`config.mk`:
```
export PLATFORM = sky130hd
export DESIGN_NAME = seq_divider
export DESIGN_NICKNAME = d
export VERILOG_FILES = /design/src/rtl/div_pkg.sv /design/src/rtl/bit4_cla.sv /design/src/rtl/div_addsub.sv /design/src/rtl/seq_divider.sv
export SDC_FILE = /design/constraint.sdc
export NUM_CORES = 1
export LEC_CHECK = 0
export CORE_MARGIN = 8
export CORE_UTILIZATION = 47
export DETAILED_ROUTE_END_ITERATION = 12
export HOLD_SLACK_MARGIN = 0.05
export PLACE_DENSITY = 0.8
export SETUP_SLACK_MARGIN = 0.2
export SLEW_MARGIN = 20
export SYNTH_ARGS = -nofsm -noshare
export SYNTH_HDL_FRONTEND = slang
export SYNTH_SLANG_ARGS = --single-unit
```
`constraint.sdc`:
```
create_clock -name i_clk -period 6.1 [get_ports i_clk]
set_input_delay 1.22 -clock i_clk [delete_from_list [all_inputs] [get_ports i_clk]]
set_output_delay 1.22 -clock i_clk [all_outputs]
set_load 0.02 [all_outputs]
```
`src/rtl/div_pkg.sv`:
```
// Shared types and sizing helpers for the sequential signed divider.
package div_pkg;

    typedef enum logic [2:0] {
        StIdle,
        StLoad,
        StIter,
        StFix,
        StDone
    } div_state_e;

    localparam int unsigned DivWidth = 16;
    localparam int unsigned PW       = DivWidth + 4;

    // Partial remainder carries four guard bits so add/sub spans whole CLA slices.
    function automatic int unsigned div_pw(input int unsigned width);
        return width + 4;
    endfunction

    function automatic int unsigned div_clog2(input int unsigned value);
        int unsigned res;
        res = 0;
        for (int unsigned i = 0; i < 32; i++) begin
            if ((32'd1 << res) < value) begin
                res = res + 1;
            end
        end
        return res;
    endfunction

endpackage

```
`src/rtl/bit4_cla.sv`:
```
// 4-bit carry-lookahead adder slice.
module bit4_cla (
    input  logic [3:0] i_a,
    input  logic [3:0] i_b,
    input  logic       i_cin,
    output logic [3:0] o_sum,
    output logic       o_cout
);

    logic [3:0] w_g;
    logic [3:0] w_p;
    logic [4:0] w_c;

    assign w_g = i_a & i_b;
    assign w_p = i_a ^ i_b;

    assign w_c[0] = i_cin;
    assign w_c[1] = w_g[0] | (w_p[0] & i_cin);
    assign w_c[2] = w_g[1] | (w_p[1] & w_g[0]) | (w_p[1] & w_p[0] & i_cin);
    assign w_c[3] = w_g[2] | (w_p[2] & w_g[1]) | (w_p[2] & w_p[1] & w_g[0])
                  | (w_p[2] & w_p[1] & w_p[0] & i_cin);
    assign w_c[4] = w_g[3] | (w_p[3] & w_g[2]) | (w_p[3] & w_p[2] & w_g[1])
                  | (w_p[3] & w_p[2] & w_p[1] & w_g[0])
                  | (w_p[3] & w_p[2] & w_p[1] & w_p[0] & i_cin);

    assign o_sum  = w_p ^ w_c[3:0];
    assign o_cout = w_c[4];

endmodule

```
`src/rtl/div_addsub.sv`:
```
// PW-bit adder/subtractor built from rippled 4-bit CLA slices (sub: a - b).
module div_addsub #(
    parameter int unsigned PW = 20
) (
    input  logic [PW-1:0] i_a,
    input  logic [PW-1:0] i_b,
    input  logic          i_sub,
    output logic [PW-1:0] o_sum
);

    localparam int unsigned NumSlices = PW / 4;

    logic [PW-1:0]      w_bx;
    logic [NumSlices:0] w_c;
    logic               w_unused_cout;

    assign w_bx          = i_b ^ {PW{i_sub}};
    assign w_c[0]        = i_sub;
    assign w_unused_cout = w_c[NumSlices];

    for (genvar gi = 0; gi < NumSlices; gi++) begin : g_slice
        bit4_cla u_cla (
            .i_a    (i_a[4*gi +: 4]),
            .i_b    (w_bx[4*gi +: 4]),
            .i_cin  (w_c[gi]),
            .o_sum  (o_sum[4*gi +: 4]),
            .o_cout (w_c[gi+1])
        );
    end

endmodule

```
`src/rtl/seq_divider.sv`:
```
// Radix-2 non-restoring signed divider: one quotient bit per cycle on magnitudes,
// signs applied in a final fix-up step.
module seq_divider
    import div_pkg::*;
#(
    parameter int unsigned WIDTH = DivWidth
) (
    input  logic             i_clk,
    input  logic             i_rst,
    input  logic             i_start,
    input  logic [WIDTH-1:0] i_dividend,
    input  logic [WIDTH-1:0] i_divisor,
    output logic             o_busy,
    output logic             o_done,
    output logic [WIDTH-1:0] o_quotient,
    output logic [WIDTH-1:0] o_remainder,
    output logic             o_div_by_zero
);

    localparam int unsigned PartW = div_pw(WIDTH);
    localparam int unsigned CntW  = div_clog2(WIDTH);

    div_state_e r_state, w_state_next;

    logic [WIDTH-1:0] r_a, r_b;
    logic [PartW-1:0] r_p;
    logic [WIDTH-1:0] r_q, r_d;
    logic [CntW-1:0]  r_cnt;
    logic             r_sign_q, r_sign_r;
    logic [WIDTH-1:0] r_quot, r_rem;
    logic             r_dbz;

    logic [WIDTH-1:0] w_a_abs, w_b_abs, w_rem_mag;
    logic [PartW-1:0] w_shift, w_add_a, w_add_b, w_sum;
    logic             w_add_sub;

    assign w_a_abs = r_a[WIDTH-1] ? (~r_a + {{(WIDTH-1){1'b0}}, 1'b1}) : r_a;
    assign w_b_abs = r_b[WIDTH-1] ? (~r_b + {{(WIDTH-1){1'b0}}, 1'b1}) : r_b;

    // Shared add/sub: trial step during ITER, remainder restore during FIX.
    assign w_shift   = {r_p[PartW-2:0], r_q[WIDTH-1]};
    assign w_add_a   = (r_state == StFix) ? r_p : w_shift;
    assign w_add_b   = {{(PartW-WIDTH){1'b0}}, r_d};
    assign w_add_sub = (r_state == StIter) && !r_p[PartW-1];
    assign w_rem_mag = r_p[PartW-1] ? w_sum[WIDTH-1:0] : r_p[WIDTH-1:0];

    div_addsub #(
        .PW (PartW)
    ) u_addsub (
        .i_a   (w_add_a),
        .i_b   (w_add_b),
        .i_sub (w_add_sub),
        .o_sum (w_sum)
    );

    always_ff @(posedge i_clk) begin
        if (i_rst) begin
            r_state <= StIdle;
        end else begin
            r_state <= w_state_next;
        end
    end

    always_comb begin
        w_state_next = r_state;
        unique case (r_state)
            StIdle: if (i_start) w_state_next = StLoad;
            StLoad: w_state_next = (r_b == '0) ? StDone : StIter;
            StIter: if (r_cnt == '0) w_state_next = StFix;
            StFix:  w_state_next = StDone;
            StDone: w_state_next = StIdle;
            default: w_state_next = StIdle;
        endcase
    end

    always_ff @(posedge i_clk) begin
        if (i_rst) begin
            r_a      <= '0;
            r_b      <= '0;
            r_p      <= '0;
            r_q      <= '0;
            r_d      <= '0;
            r_cnt    <= '0;
            r_sign_q <= 1'b0;
            r_sign_r <= 1'b0;
            r_quot   <= '0;
            r_rem    <= '0;
            r_dbz    <= 1'b0;
        end else begin
            case (r_state)
                StIdle: begin
                    if (i_start) begin
                        r_a   <= i_dividend;
                        r_b   <= i_divisor;
                        r_dbz <= 1'b0;
                    end
                end
                StLoad: begin
                    r_p      <= '0;
                    r_q      <= w_a_abs;
                    r_d      <= w_b_abs;
                    r_cnt    <= CntW'(WIDTH - 1);
                    r_sign_q <= r_a[WIDTH-1] ^ r_b[WIDTH-1];
                    r_sign_r <= r_a[WIDTH-1];
                    if (r_b == '0) begin
                        r_quot <= '1;
                        r_rem  <= r_a;
                        r_dbz  <= 1'b1;
                    end
                end
                StIter: begin
                    r_p   <= w_sum;
                    r_q   <= {r_q[WIDTH-2:0], ~w_sum[PartW-1]};
                    r_cnt <= r_cnt - 1'b1;
                end
                StFix: begin
                    r_quot <= r_sign_q ? (~r_q + {{(WIDTH-1){1'b0}}, 1'b1}) : r_q;
                    r_rem  <= r_sign_r ? (~w_rem_mag + {{(WIDTH-1){1'b0}}, 1'b1}) : w_rem_mag;
                end
                default: ;
            endcase
        end
    end

    assign o_busy        = (r_state == StLoad) || (r_state == StIter) || (r_state == StFix);
    assign o_done        = (r_state == StDone);
    assign o_quotient    = r_quot;
    assign o_remainder   = r_rem;
    assign o_div_by_zero = r_dbz;

endmodule

```
Word level (Yosys, flattened, before mapping)

Index checks and enable logic that the tools add are counted.

Bits in registers: 126
Input port bits: 35
Output and inout port bits: 35
Logic and storage cells: 199

$add $sub $neg: 5
Equal/unequal tests: 7
Multiplexer cells: 20
Bitwise logic cells: 141
Reductions and logical operators: 14

Operator list:

| kind                                                 | count |
|---|---|
| two-way mux 16 bit                                   | 7 |
| case mux 16 bit (2 select lines)                     | 3 |
| AND 1 bit                                            | 73 |
| adder 16 x 1 -> 16 bit (second input constant)       | 4 |
| inverter 16 bit                                      | 4 |
| OR 1 bit                                             | 46 |
| case mux 20 bit (2 select lines)                     | 1 |
| XOR 4 bit                                            | 10 |
| two-way mux 20 bit                                   | 1 |
| XOR 16 x 20 -> 20 bit                                | 1 |
| AND 4 bit                                            | 4 |
| zero test 16 bit                                     | 1 |
| case mux 3 bit (4 select lines)                      | 1 |
| two-way mux 3 bit                                    | 3 |
| case mux 4 bit (2 select lines)                      | 1 |
| equality test 3 x 2 -> 1 bit (second input constant) | 2 |
| != test 2 bit (second input constant)                | 3 |
| AND reduction 2 bit                                  | 3 |
| nonzero test 2 bit                                   | 3 |
| zero test 4 bit                                      | 1 |
| subtractor 4 x 1 -> 4 bit (second input constant)    | 1 |
| AND 3 bit                                            | 1 |
| equality test 3 x 1 -> 1 bit (second input constant) | 1 |
| equality test 3 bit (second input constant)          | 1 |
| 9 further kinds                                      | 11 |

Logic depth before layout (Yosys ltp)

Gate-level depths: netlist of run 1.

Word-level depth: 21
Gate-level depth with buffers: 22
Depth with buffers taken out: 18

Modules after synthesis

From an unflattened synthesis of run 1, not the netlist that was laid out.

Cells, all modules: 934
Area, all modules: 7422.1 um^2

Modules (own cells, without submodules):

| module      | instances | cells each | area each (um^2) |
|---|---|---|---|
| seq_divider | 1         | 827        | 6486.2 |
| bit4_cla    | 5         | 17         | 147.6 |
| div_addsub  | 1         | 22         | 197.7 |

Worst setup path after synthesis of run 1

Ideal clock, no wire load.

Path type: register to register
From: register r_p[19]
To: register r_rem[14], in the netlist o_remainder[14]
Arrival time: 5.760 ns
Setup slack: 0.208 ns
Stages on the path, launching flop included: 22
Path through: dfxtp_1 -> clkbuf_1 -> buf_1 -> buf_1 -> buf_1 -> nor2_1 -> clkbuf_1 -> xor2_1 -> ha_1 -> clkbuf_1 -> a21oi_1 -> o311a_1 -> o21ai_0 -> nor2_1 -> inv_1 -> fa_1 -> mux2_2 -> or2_2 -> or4_1 -> o31ai_1 -> xor2_1 -> o22ai_1

Cells in the longest elaborated chain, start to end: 21

RTL lines:

| element                                       | line                                           | RTL |
|---|---|---|
| start, declared                               | seq_divider.sv:26                              | `logic [PartW-1:0] r_p;` |
| start signal, assigned                        | seq_divider.sv:112                             | `r_p <= w_sum;` |
| zero test 1 bit                               | seq_divider.sv:44                              | `assign w_add_sub = (r_state == StIter) && !r_p[PartW-1];` |
| logical AND 1 bit                             | seq_divider.sv:44                              |  |
| XOR 16 x 20 -> 20 bit                         | div_addsub.sv:17                               | `assign w_bx = i_b ^ {PW{i_sub}};` |
| XOR 4 bit / AND 4 bit (equally long branches) | bit4_cla.sv:15, bit4_cla.sv:14                 |  |
| AND 1 bit (on tied branches)                  | bit4_cla.sv:22, bit4_cla.sv:23, bit4_cla.sv:24 |  |
| OR 1 bit (tied with other cells) (2 in a row) | bit4_cla.sv:22                                 | `assign w_c[4] = w_g[3] \| (w_p[3] & w_g[2]) \| (w_p[3] & w_p[2] & w_g[1])` |
| OR 1 bit / AND 1 bit (equally long branches)  | bit4_cla.sv:23, bit4_cla.sv:24                 |  |
| OR 1 bit                                      | bit4_cla.sv:24                                 | `\| (w_p[3] & w_p[2] & w_p[1] & w_p[0] & i_cin);` |
| (+4 left out)                                 | -                                              |  |
| AND 1 bit (on tied branches)                  | bit4_cla.sv:18, bit4_cla.sv:19                 |  |
| OR 1 bit (on tied branches)                   | bit4_cla.sv:18, bit4_cla.sv:19                 |  |
| XOR 4 bit                                     | bit4_cla.sv:26                                 | `assign o_sum = w_p ^ w_c[3:0];` |
| two-way mux 16 bit *                          | seq_divider.sv:45                              | `assign w_rem_mag = r_p[PartW-1] ? w_sum[WIDTH-1:0] : r_p[WIDTH-1:0];` |
| inverter 16 bit                               | seq_divider.sv:118                             | `r_rem <= r_sign_r ? (~w_rem_mag + {{(WIDTH-1){1'b0}}, 1'b1}) : w_rem_mag;` |
| adder 16 x 1 -> 16 bit                        | seq_divider.sv:118                             |  |
| two-way mux 16 bit *                          | seq_divider.sv:118                             |  |
| case mux 16 bit (2 select lines) *            | seq_divider.sv:90                              | `case (r_state)` |
| end signal, assigned                          | seq_divider.sv:107                             | `r_rem <= r_a;` |
| end signal, assigned                          | seq_divider.sv:118                             |  |
| end, declared                                 | seq_divider.sv:30                              | `logic [WIDTH-1:0] r_quot, r_rem;` |

Mark *: on every way between the ends. The rest lies on a longest branch, timed or not.
A chain may end at the register's enable or synchronous reset.

Worst setup path in the final report of run 1

From: register r_state[0]
To: register r_rem[14], in the netlist o_remainder[14]

Cells in the longest elaborated chain, start to end: 21

RTL lines:

| element                                       | line                                           | RTL |
|---|---|---|
| start, declared                               | seq_divider.sv:23                              | `div_state_e r_state, w_state_next;` |
| start signal, assigned                        | seq_divider.sv:58                              | `r_state <= StIdle;` |
| start signal, assigned                        | seq_divider.sv:60                              | `r_state <= w_state_next;` |
| equality test 3 x 2 -> 1 bit                  | seq_divider.sv:44                              |  |
| logical AND 1 bit                             | seq_divider.sv:44                              |  |
| XOR 16 x 20 -> 20 bit                         | div_addsub.sv:17                               |  |
| XOR 4 bit / AND 4 bit (equally long branches) | bit4_cla.sv:15, bit4_cla.sv:14                 |  |
| AND 1 bit (on tied branches)                  | bit4_cla.sv:22, bit4_cla.sv:23, bit4_cla.sv:24 |  |
| OR 1 bit (tied with other cells) (2 in a row) | bit4_cla.sv:22                                 |  |
| OR 1 bit / AND 1 bit (equally long branches)  | bit4_cla.sv:23, bit4_cla.sv:24                 |  |
| OR 1 bit                                      | bit4_cla.sv:24                                 |  |
| (+4 left out)                                 | -                                              |  |
| AND 1 bit (on tied branches)                  | bit4_cla.sv:18, bit4_cla.sv:19                 |  |
| OR 1 bit (on tied branches)                   | bit4_cla.sv:18, bit4_cla.sv:19                 |  |
| XOR 4 bit                                     | bit4_cla.sv:26                                 |  |
| two-way mux 16 bit                            | seq_divider.sv:45                              |  |
| inverter 16 bit                               | seq_divider.sv:118                             |  |
| adder 16 x 1 -> 16 bit                        | seq_divider.sv:118                             |  |
| two-way mux 16 bit                            | seq_divider.sv:118                             |  |
| case mux 16 bit (2 select lines)              | seq_divider.sv:90                              |  |

Several ways; a longest one is shown, not always the timed one.

==> out/metrics.yaml, run 1 <==
wl_per_cell_um: 16.2
synth_nets: 1021
async_reset_ff_share_pct: 0
yosysWarnings: 0
startpoint: "r_state[0]"
io_buffers: 69
power_uw: 2620
drc: 0
grt_use_total_pct: 19.9
drt_wl_total_um: 19700
maxCapViolations: 0
synth-edff-count: 0
p_leak_uw: 0.00334
htree_levels: 4
worstPathRequired_ns: 6.37
fin_crit_ns: 5.15
first_pass_iters: 7
overflow: 0
r2r_start: "r_state[0]"
finalCritPeriodShare_pct: 84.5
clk_pin_slew_ns: 0.06
finalHoldViolCount: 0
irDropWorstVdd_mv: 0.212
via_per_inst: 5.75
final_core_utilization_pct: 57.2
synthTopCellsByArea: "dfxtp_1 34%, nand2_1 9.6%, a21oi_1 5.8%"
drive_above_1_share_pct: 5.79
cp_common_cell: "xor2_1"
synth_top_area_share_pct: 34.3
cts_setup_buffers: 0
pin_count: 70
placed_cell_area_um2: 8150
cts_buffers: 17
min_from: "o_remainder[13]"
grt_pass1_wl_um: 32400
synth.distinct_cells: 63
clock_skew_ns: 0.00935
synth_ff_type: "dfxtp_1"
grt_pass1_vias: 6495
start_kind: "flop"
dieWidth_um: 141
worstSetupEndpointType: "flop"
ys_ff_latch: 126
path_delay_family: "simple AND/OR/NAND/NOR gates"
clock-sinks: 126
criticalPathCategory: "reg -> reg"
arrival_ns: 5.42
ctsHoldBuffers: 0
dp_hpwl_um: 14000
insertion_delay_ns: 0.42
p_per_area_nw_per_um2: 300
fmax_mhz: 194
cp_slowest_cell: "o21ai_0"
ys_seq_area_share_pct: 34.3
slew_headroom_pct: 28.9
grt_max_degree: 78
initial_core_util_pct: 48.2
whs_ns: 0.450
syn_area_um2: 7360
cts_root_buf: "clkbuf_16"
clk_path_buf_depth: 2
worst-path-buf-inv: 1
rsz0062_at_grt: "false"
ant_nets: 0
status: "finished clean"
area_growth_pct: 18.7
grt_antenna_before_repair: 0
routed-via-count: 6971
synth_area_leader_cell: "dfxtp_1"
final_area_um2: 8730
drv_slew: 0
hp-class: "reg -> reg"
cts_tree: "done"
ctsResizeCount: 0
netlist_instances: 958
fin_setup_tns_ns: 0
crit_fanout: 9
diodes: 0
tightest_slew_ns: 1.07
finalNetCount: 1054
cp_cell_sequence: "or3b_1 > nor2_2 > xor2_1 > ha_1 > a21oi_1 > o311a_1 > o21ai_0 > nor2_1 > inv_1 > fa_1 > mux2_2 > or2_2 > or4_1 > o31ai_1 > xor2_1 > o22ai_1"
die_y_um: 141
die_area_um2: 19900
core_um2: 15300
drtIter0Drc: 593
gp_congestion: 0.912
nFillCells: 1388
slowest_delay_ns: 0.48
setup_viol: 0
synth_area_per_cell_um2: 7.68
num_rows: 45
-- path summary, 6_finish.rpt --
kind                           to  depth (start not counted)  slack (ns)
setup / recovery  o_remainder[14]                         16        0.95
hold / removal    o_remainder[13]                          2        0.45
setup reg to reg  o_remainder[14]                         16        0.95
hold reg to reg   o_remainder[13]                          2        0.45
-- routing by layer --
layer  part of all wire (%)  up-vias  track usage, %
met1                     46     3216            26.4
met2                     43      283            29.5
met4                    2.4        0            7.98
met3                    8.9       42            6.21
met5                      0        -               0
li1                       -     3430               -
-- synth_stat cells, drive strengths merged (14+ instances only) --
library cell / count
nand2: 189
dfxtp: 126
nor2: 89
a21oi: 85
clkbuf: 58
xor2: 44
xnor2: 40
o21ai: 37
a211oi: 32
a22oi: 24
ha: 24
inv: 22
nand3: 18
nor3: 14
-- where the power goes --
group | internal [µW] | switching, µW
Clock | 609 | 353
Combinational | 271 | 411
Sequential | 891 | 83.8
-- through the flow --
step / setup slack [ns] / std cells
6_report: 0.948 / 1213
5_1_grt: 0.620 / 1213
4_1_cts: 0.996 / 1212
3_5_place_dp: 1.00 / 1182
3_3_place_gp: 1.16 / 1182
2_1_floorplan: 0.208 / 958
-- cell type report --
class                           count  area [µm²]  area share (%)
Clock buffer                       25         505            5.79
Multi-Input combinational cell    743        4520            51.7
Inverter                           22        82.6           0.945
Timing Repair Buffer               81         786            9.00
Tap cell                          211         264            3.02
Sequential cell                   126        2520            28.9
Clock inverter                      5        56.3           0.645
-- tightest hold or removal path: stages (launching register included) --
cell and delay [ns]:
dfxtp_1 0.31, nand2_1 0.05, o21ai_1 0.05
-- layout by cell type, fill, tap and decap left out, drive strengths merged, types with 5 or more instances in the layout --
cell type and n:
a211oi 32, dfxtp 126, or4 8, mux2i 8, o221ai 11, a22oi 24, ha 24, nand3 18
nor2 89, xnor2 40, inv 22, nor3 14, clkbuf 25, o31ai 13, xor2 44, nor4 6
nor2b 8, nand2 189, clkdlybuf4s50 68, o41ai 5, buf 13, nand4 8, a21oi 85, o21ai 37
nand3b 7, o211ai 5, a221oi 7
-- sequential cells by signal, summed over array words and instances (netlist names) --
| signal | flops |
|---|---|
| o_div_by_zero | 1 |
| o_quotient | 16 |
| o_remainder | 16 |
| r_a | 16 |
| r_b | 16 |
| r_cnt | 4 |
| r_d | 16 |
| r_p | 20 |
| r_q | 16 |
| r_sign_q | 1 |
| r_sign_r | 1 |
| r_state | 3 |
-- cell families after synthesis --
family / share of synthesized area, %
AO/OA/AOI/OAI: 22.4
AND/OR/NAND/NOR: 22.1
flip-flops: 34.3
adder cells (fa/ha/maj): 5.17
multiplexers: 1.39
buffers and inverters: 4.66
XOR/XNOR: 10.0
No activity file was read; power rests on OpenSTA's default activity.
==> run 2, diff against run 1 <==
Clock period 6.1 ns to 4.2 ns, I/O delays scaled along.
==> run 2 against run 1 <==
Against the previous run:
- critical endpoint unchanged
- non-clock buffer count grew 55
- the run now ends with negative setup slack left
- global-route usage rose by 1.1 points
- clock-buffer cell count is 4 lower
- die area unchanged
- via count grew 4.9%
- first-iteration DRC count up 12%
- clock power up 59%
- clock skew down 0.0033 ns
- register-to-register slack worse by 0.97 ns
- fmax increased by 22%
==> out/metrics.yaml, run 2 (synthesized netlist as in run 1, its figures left out) <==
status: "complete, but fails checks"
violations: "negative setup slack"
area_growth_pct: 28.3
final_core_utilization_pct: 61.9
fin_ws_ns: -0.0185
cp_cell_sequence: "or3b_4 > nor2_4 > buf_12 > xor2_1 > ha_1 > nand4_1 > o31a_1 > nand2_2 > inv_2 > fa_2 > xnor2_2 > mux2i_1 > buf_4 > buf_6 > nand4_1 > or4_4 > o31ai_4 > xor2_1 > o22ai_1"
clock_skew_ns: 0.00604
whs_ns: 0.450
worstPathRequired_ns: 4.49
swShare_pct: 32.2
startpoint: "r_state[0]"
via_per_inst: 5.76
clk_path_buf_depth: 2
fin_setup_tns_ns: -0.0192
fin_crit_ns: 4.22
p_seq_share_pct: 34.0
drive_above_1_share_pct: 14.4
first_pass_iters: 5
irDropWorstVdd_mv: 0.329
clock_power_share_pct: 36.8
p_leak_uw: 0.00367
p_per_area_nw_per_um2: 442
cts_tree: "done"
dieWidth_um: 141
htree_levels: 4
worstSetupEndpointType: "flop"
overflow: 0
largest_register: "r_p"
num_rows: 45
io_buffers: 69
die_y_um: 141
pwr-share-comb_pct: 29.2
layout_commonest_cell: "nand2_1"
largest_register_ffs: 20
placed_cell_area_um2: 8510
finalNetCount: 1109
internal-power_uw: 2830
finalHoldViolCount: 0
core_um2: 15300
grt_use_total_pct: 21.0
clk_pin_slew_ns: 0.06
p_switching_uw: 1340
fin_cells: 1270
wl_per_cell_um: 16.4
r2r_start: "r_state[0]"
wl_met2_um: 9310
dp_cells: 1224
grt_max_degree: 61
path_delay_family: "simple AND/OR/NAND/NOR gates"
cts_buffers: 17
cts_root_buf: "clkbuf_16"
gp_congestion: 0.879
highest_layer: "met4"
routed-via-count: 7316
tightest_slew_ns: 0.811
slew_headroom_pct: 45.9
insertion_delay_ns: 0.43
criticalPathCategory: "reg -> reg"
hp-class: "reg -> reg"
worst-path-buf-inv: 4
dr_wl_met3_um: 1790
cp_slowest_cell: "or4_4"
drt_wl_total_um: 20900
min_from: "o_remainder[6]"
final_area_um2: 9440
grt_pass1_vias: 7115
wirelength_met1_um: 9240
die_area_um2: 19900
dp_hpwl_um: 14400
grt_antenna_before_repair: 0
slowest_delay_ns: 0.52
drv_slew: 0
maxCapViolations: 0
ctsHoldBuffers: 0
setup_viol: 2
drtIter0Drc: 663
arrival_ns: 4.51
diodes: 0
pin_count: 70
grt_pass1_wl_um: 34100
crit_fanout: 6
start_kind: "flop"
drc: 0
rsz0062_at_grt: "true"
final_cell_mix: "187 x nand2_1, 124 x dfxtp_1, 85 x nor2_1"
initial_core_util_pct: 48.2
fmax_mhz: 237
clock-sinks: 126
ant_nets: 0
finalCritPeriodShare_pct: 100
[run 2: final timing paths]
| check | endpoint | slack (ns) | cells past startpoint |
|---|---|---|---|
| min | o_remainder[6] | 0.45 | 2 |
| max reg2reg | o_remainder[14] | -0.02 | 19 |
| max | o_remainder[14] | -0.02 | 19 |
| min reg2reg | o_remainder[6] | 0.45 | 2 |
[run 2: layout make-up]
type | instances | area [µm²]
clock buffers | 21 | 440
inverters | 22 | 82.6
multi-input cells | 743 | 4750
repair buffers | 136 | 1210
fillers | 1290 | 5820
clock inverters | 11 | 165
flip-flops and latches | 126 | 2520
well taps | 211 | 264
[run 2: per-layer routing]
metal | vias up | GRT usage (%)
li1 | 3546 | -
met1 | 3435 | 26.7
met2 | 277 | 32.0
met3 | 58 | 6.41
met4 | 0 | 9.62
met5 | - | 0
[run 2: repair_timing]
| action | 4_1_cts | 5_1_grt |
|---|---|---|
| gates resized for setup | 18 | 22 |
| pin swaps | 19 | 16 |
| setup endpoints to repair | 8 | 10 |
| hold endpoints to repair | 0 | 0 |
| buffers inserted | 10 | 3 |
[run 2: stage by stage]
step | setup slack (ns) | power [µW]
6_report | -0.0185 | 4170
5_1_grt | -0.220 | 4370
4_1_cts | 0.0434 | 4120
3_5_place_dp | -0.143 | 2540
3_3_place_gp | -0.0451 | 2500
2_1_floorplan | -0.414 | 2170
[run 2: power by group through the flow]
| stage | sequential [µW] | combinational [µW] | clock (µW) |
|---|---|---|---|
| floorplan | 1410 | 758 | 0 |
| global placement | 1430 | 1080 | 0 |
| detailed placement | 1430 | 1110 | 0 |
| CTS | 1410 | 1170 | 1540 |
| global route | 1430 | 1340 | 1600 |
| finish | 1420 | 1220 | 1530 |
[run 2: worst register-to-register path: stages, from the launching register on]
cell and delay (ns):
dfxtp_2 0.32, or3b_4 0.41, nor2_4 0.17, buf_12 0.15, xor2_1 0.08, ha_1 0.34
nand4_1 0.11, o31a_1 0.34, nand2_2 0.11, inv_2 0.05, fa_2 0.35, xnor2_2 0.16
mux2i_1 0.20, buf_4 0.15, buf_6 0.09, nand4_1 0.12, or4_4 0.52, o31ai_4 0.18
xor2_1 0.18, o22ai_1 0.08
==> edit: new RTL, settings of run 1 <==
The 5 states of `div_state_e` get a Gray code encoding in 3 bits.
--- a/src/rtl/div_pkg.sv
+++ b/src/rtl/div_pkg.sv
@@ -2,11 +2,11 @@
 package div_pkg;
 
     typedef enum logic [2:0] {
-        StIdle,
-        StLoad,
-        StIter,
-        StFix,
-        StDone
+        StIdle = 3'b000,
+        StLoad = 3'b001,
+        StIter = 3'b011,
+        StFix  = 3'b010,
+        StDone = 3'b110
     } div_state_e;
 
     localparam int unsigned DivWidth = 16;
Check against the original RTL: same outputs for any inputs over 10 cycles, from zero or initial values and one cycle with i_rst high; not proved beyond that.
==> edit against run 1 <==
- worst setup slack worse by 0.021 ns
- via count increased by 7.7%
- first-iteration DRC count up 33%
- cell area rose by 5.2%
- total power up 8.9%
- area after synthesis up 6.3%
- wire length increased by 8.4%
- hold slack improved by 0.033 ns
- cell count is 5.2% higher
- sequential cell count unchanged
- critical path depth rose by 4
- critical path type unchanged
- largest cell class unchanged
- largest power group unchanged
==> edit: results (changes against run 1) <==
status=finished, final reports clean (unchanged); fin. max-slew vios=0 (unchanged); first-pass GRT wire length=34.8 mm (was 32.4 mm); yosys warns=0 (unchanged); Post-CTS Setup Inserts=0 (unchanged); Post-synth ARST share=0% (unchanged); Root Driver=clkbuf_16 (unchanged); fraction of layout instances using a drive strength above 1=7.01% (was 5.79%); Hold Path Class=reg -> reg (unchanged); Worst-Margin Slew=0.989 ns (was 1.07 ns); Initial DRC Count=789 (was 593); Layout fillers=1447 (was 1388); H-tree levels=4 (unchanged); CTS max path bufs=2 (unchanged); Final setup viols=0 (unchanged); synth cell count leaders=nand2_1 (218), dfxtp_1 (126), nor2_1 (85) (was nand2_1 (188), dfxtp_1 (126), nor2_1 (89)); worst reg-to-reg setup slack=0.93 ns (was 0.95 ns); number of diodes=0 (unchanged); Total GRT Usage=19.8% (was 19.9%); ys flop type=dfxtp_1 (unchanged); Reg2Reg Launch Point=r_state[0] (unchanged); input/output buffers=69 (unchanged); max reg flops=20 (unchanged); mux share of post-synthesis cell area=1.98% (was 1.39%); initial antenna violation count=0 (unchanged); via count=7507 (was 6971); Crit. End Element=flip-flop (unchanged); Biggest register=r_p (unchanged); RR Endpoint=o_remainder[15] (was o_remainder[14]); Seq/Total Area, Yosys=32.2% (was 34.3%); critical path data arrival time=5.54 ns (was 5.42 ns); Adder-Cell Fraction of Synth Area=4.86% (was 5.17%); largest net degree at the start of global routing=90 (was 78); remaining global-route overflow=0 (unchanged); vias in the first global route=6984 (was 6495); Pre-antenna DRT Iters=5 (was 7); wire per inst=16.7 um (was 16.2 um); Clock Skew=0.00733 ns (was 0.00935 ns); FF-to-FF path depth=20 (was 16); Max IR drop VDD=202 uV (was 212 uV); gpl congestion=0.925 (was 0.912); startpoint type of the worst setup path=flip-flop (unchanged); compound-gate portion of the synthesized area=21.5% (was 22.4%); syn nets=1079 (was 1021); worst skew pair latency=0.43 ns; critical path fanouts, max=11 (was 9); Synth area leaders=dfxtp_1 (32%), nand2_1 (10%), xor2_1 (6.0%) (was dfxtp_1 (34%), nand2_1 (9.6%), a21oi_1 (5.8%)); leak pwr=3.61 nW (was 3.34 nW); Post-CTS Resized=0 (unchanged); Die ar.=21000 um^2 (was 19900 um^2); Post-Synth XOR/XNOR Area=8.84% (was 10.0%); Worst-path clk slew=0.05 ns; synth unique cells=82 (was 63); post-DP HPWL=14.9 mm (was 14.0 mm)
edit: layout make-up:
type / count / area share (%)
multi-input combinational: 797 / 53.7
sequential: 126 / 27.5
timing repair buffer: 81 / 8.51
clock buffer: 25 / 5.61
tap: 220 / 3.00
inverter: 22 / 0.899
clock inverter: 5 / 0.858
edit: worst min path at each step:
| stage | from | endpoint | slack, ns | cells after the start |
|---|---|---|---|---|
| global placement | r_p[16] | r_p[16] | 0.46 | 2 |
| CTS | r_b[14] | r_b[14] | 0.48 | 2 |
| global route | r_b[14] | r_b[14] | 0.51 | 2 |
| floorplan | r_p[16] | r_p[16] | 0.45 | 2 |
| finish | r_b[14] | r_b[14] | 0.48 | 2 |
| detailed placement | r_p[16] | r_p[16] | 0.47 | 2 |
edit: logic make-up after synthesis:
logic type,after synthesis
buffers and inverters,93
multiplexers,15
AO/OA/AOI/OAI,245
adder cells (fa/ha/maj),28
XOR/XNOR,79
flip-flops,126
AND/OR/NAND/NOR,430
edit: critical path: stages, from the launching register on:
cell	delay [ns]
dfxtp_1	0.58
inv_1	0.16
nor2_2	0.15
nand2_1	0.11
nor2_2	0.48
xor2_1	0.13
ha_1	0.50
and3_4	0.26
a22oi_2	0.07
o41ai_2	0.48
o21ai_1	0.21
nand2b_1	0.15
a21oi_1	0.10
fa_1	0.38
xnor2_1	0.15
mux2i_1	0.30
inv_1	0.10
nor2_1	0.16
nand4_1	0.13
or4_1	0.42
nand3_1	0.09
edit: power breakdown:
part	internal (mW)	switching (mW)	leakage [nW]	total, mW
clock	0.660	0.361	0.295	1.02
sequential	0.920	0.113	1.03	1.03
combinational	0.323	0.473	2.28	0.796
edit: metrics by stage:
stage / setup WS [ns] / hold WS (ns) / total power, mW / std cells / cell area [um^2]
3_5_place_dp: 1.00 / 0.469 / 1.83 / 1245 / 8580
3_3_place_gp: 1.17 / 0.460 / 1.81 / 1245 / 8580
4_1_cts: 0.965 / 0.485 / 2.85 / 1275 / 9180
6_report: 0.927 / 0.483 / 2.85 / 1276 / 9190
5_1_grt: 0.505 / 0.511 / 2.99 / 1276 / 9190
2_1_floorplan: 1.21 / 0.445 / 1.59 / 1016 / 7830
edit: metal layers:
layer / track usage (%) / share of wire (%) / vias to the layer above
li1: - / - / 3649
met1: 26.7 / 46 / 3503
met2: 29.9 / 44 / 320
met3: 5.01 / 7.9 / 35
met4: 7.05 / 2.0 / 0
met5: 0 / 0 / -
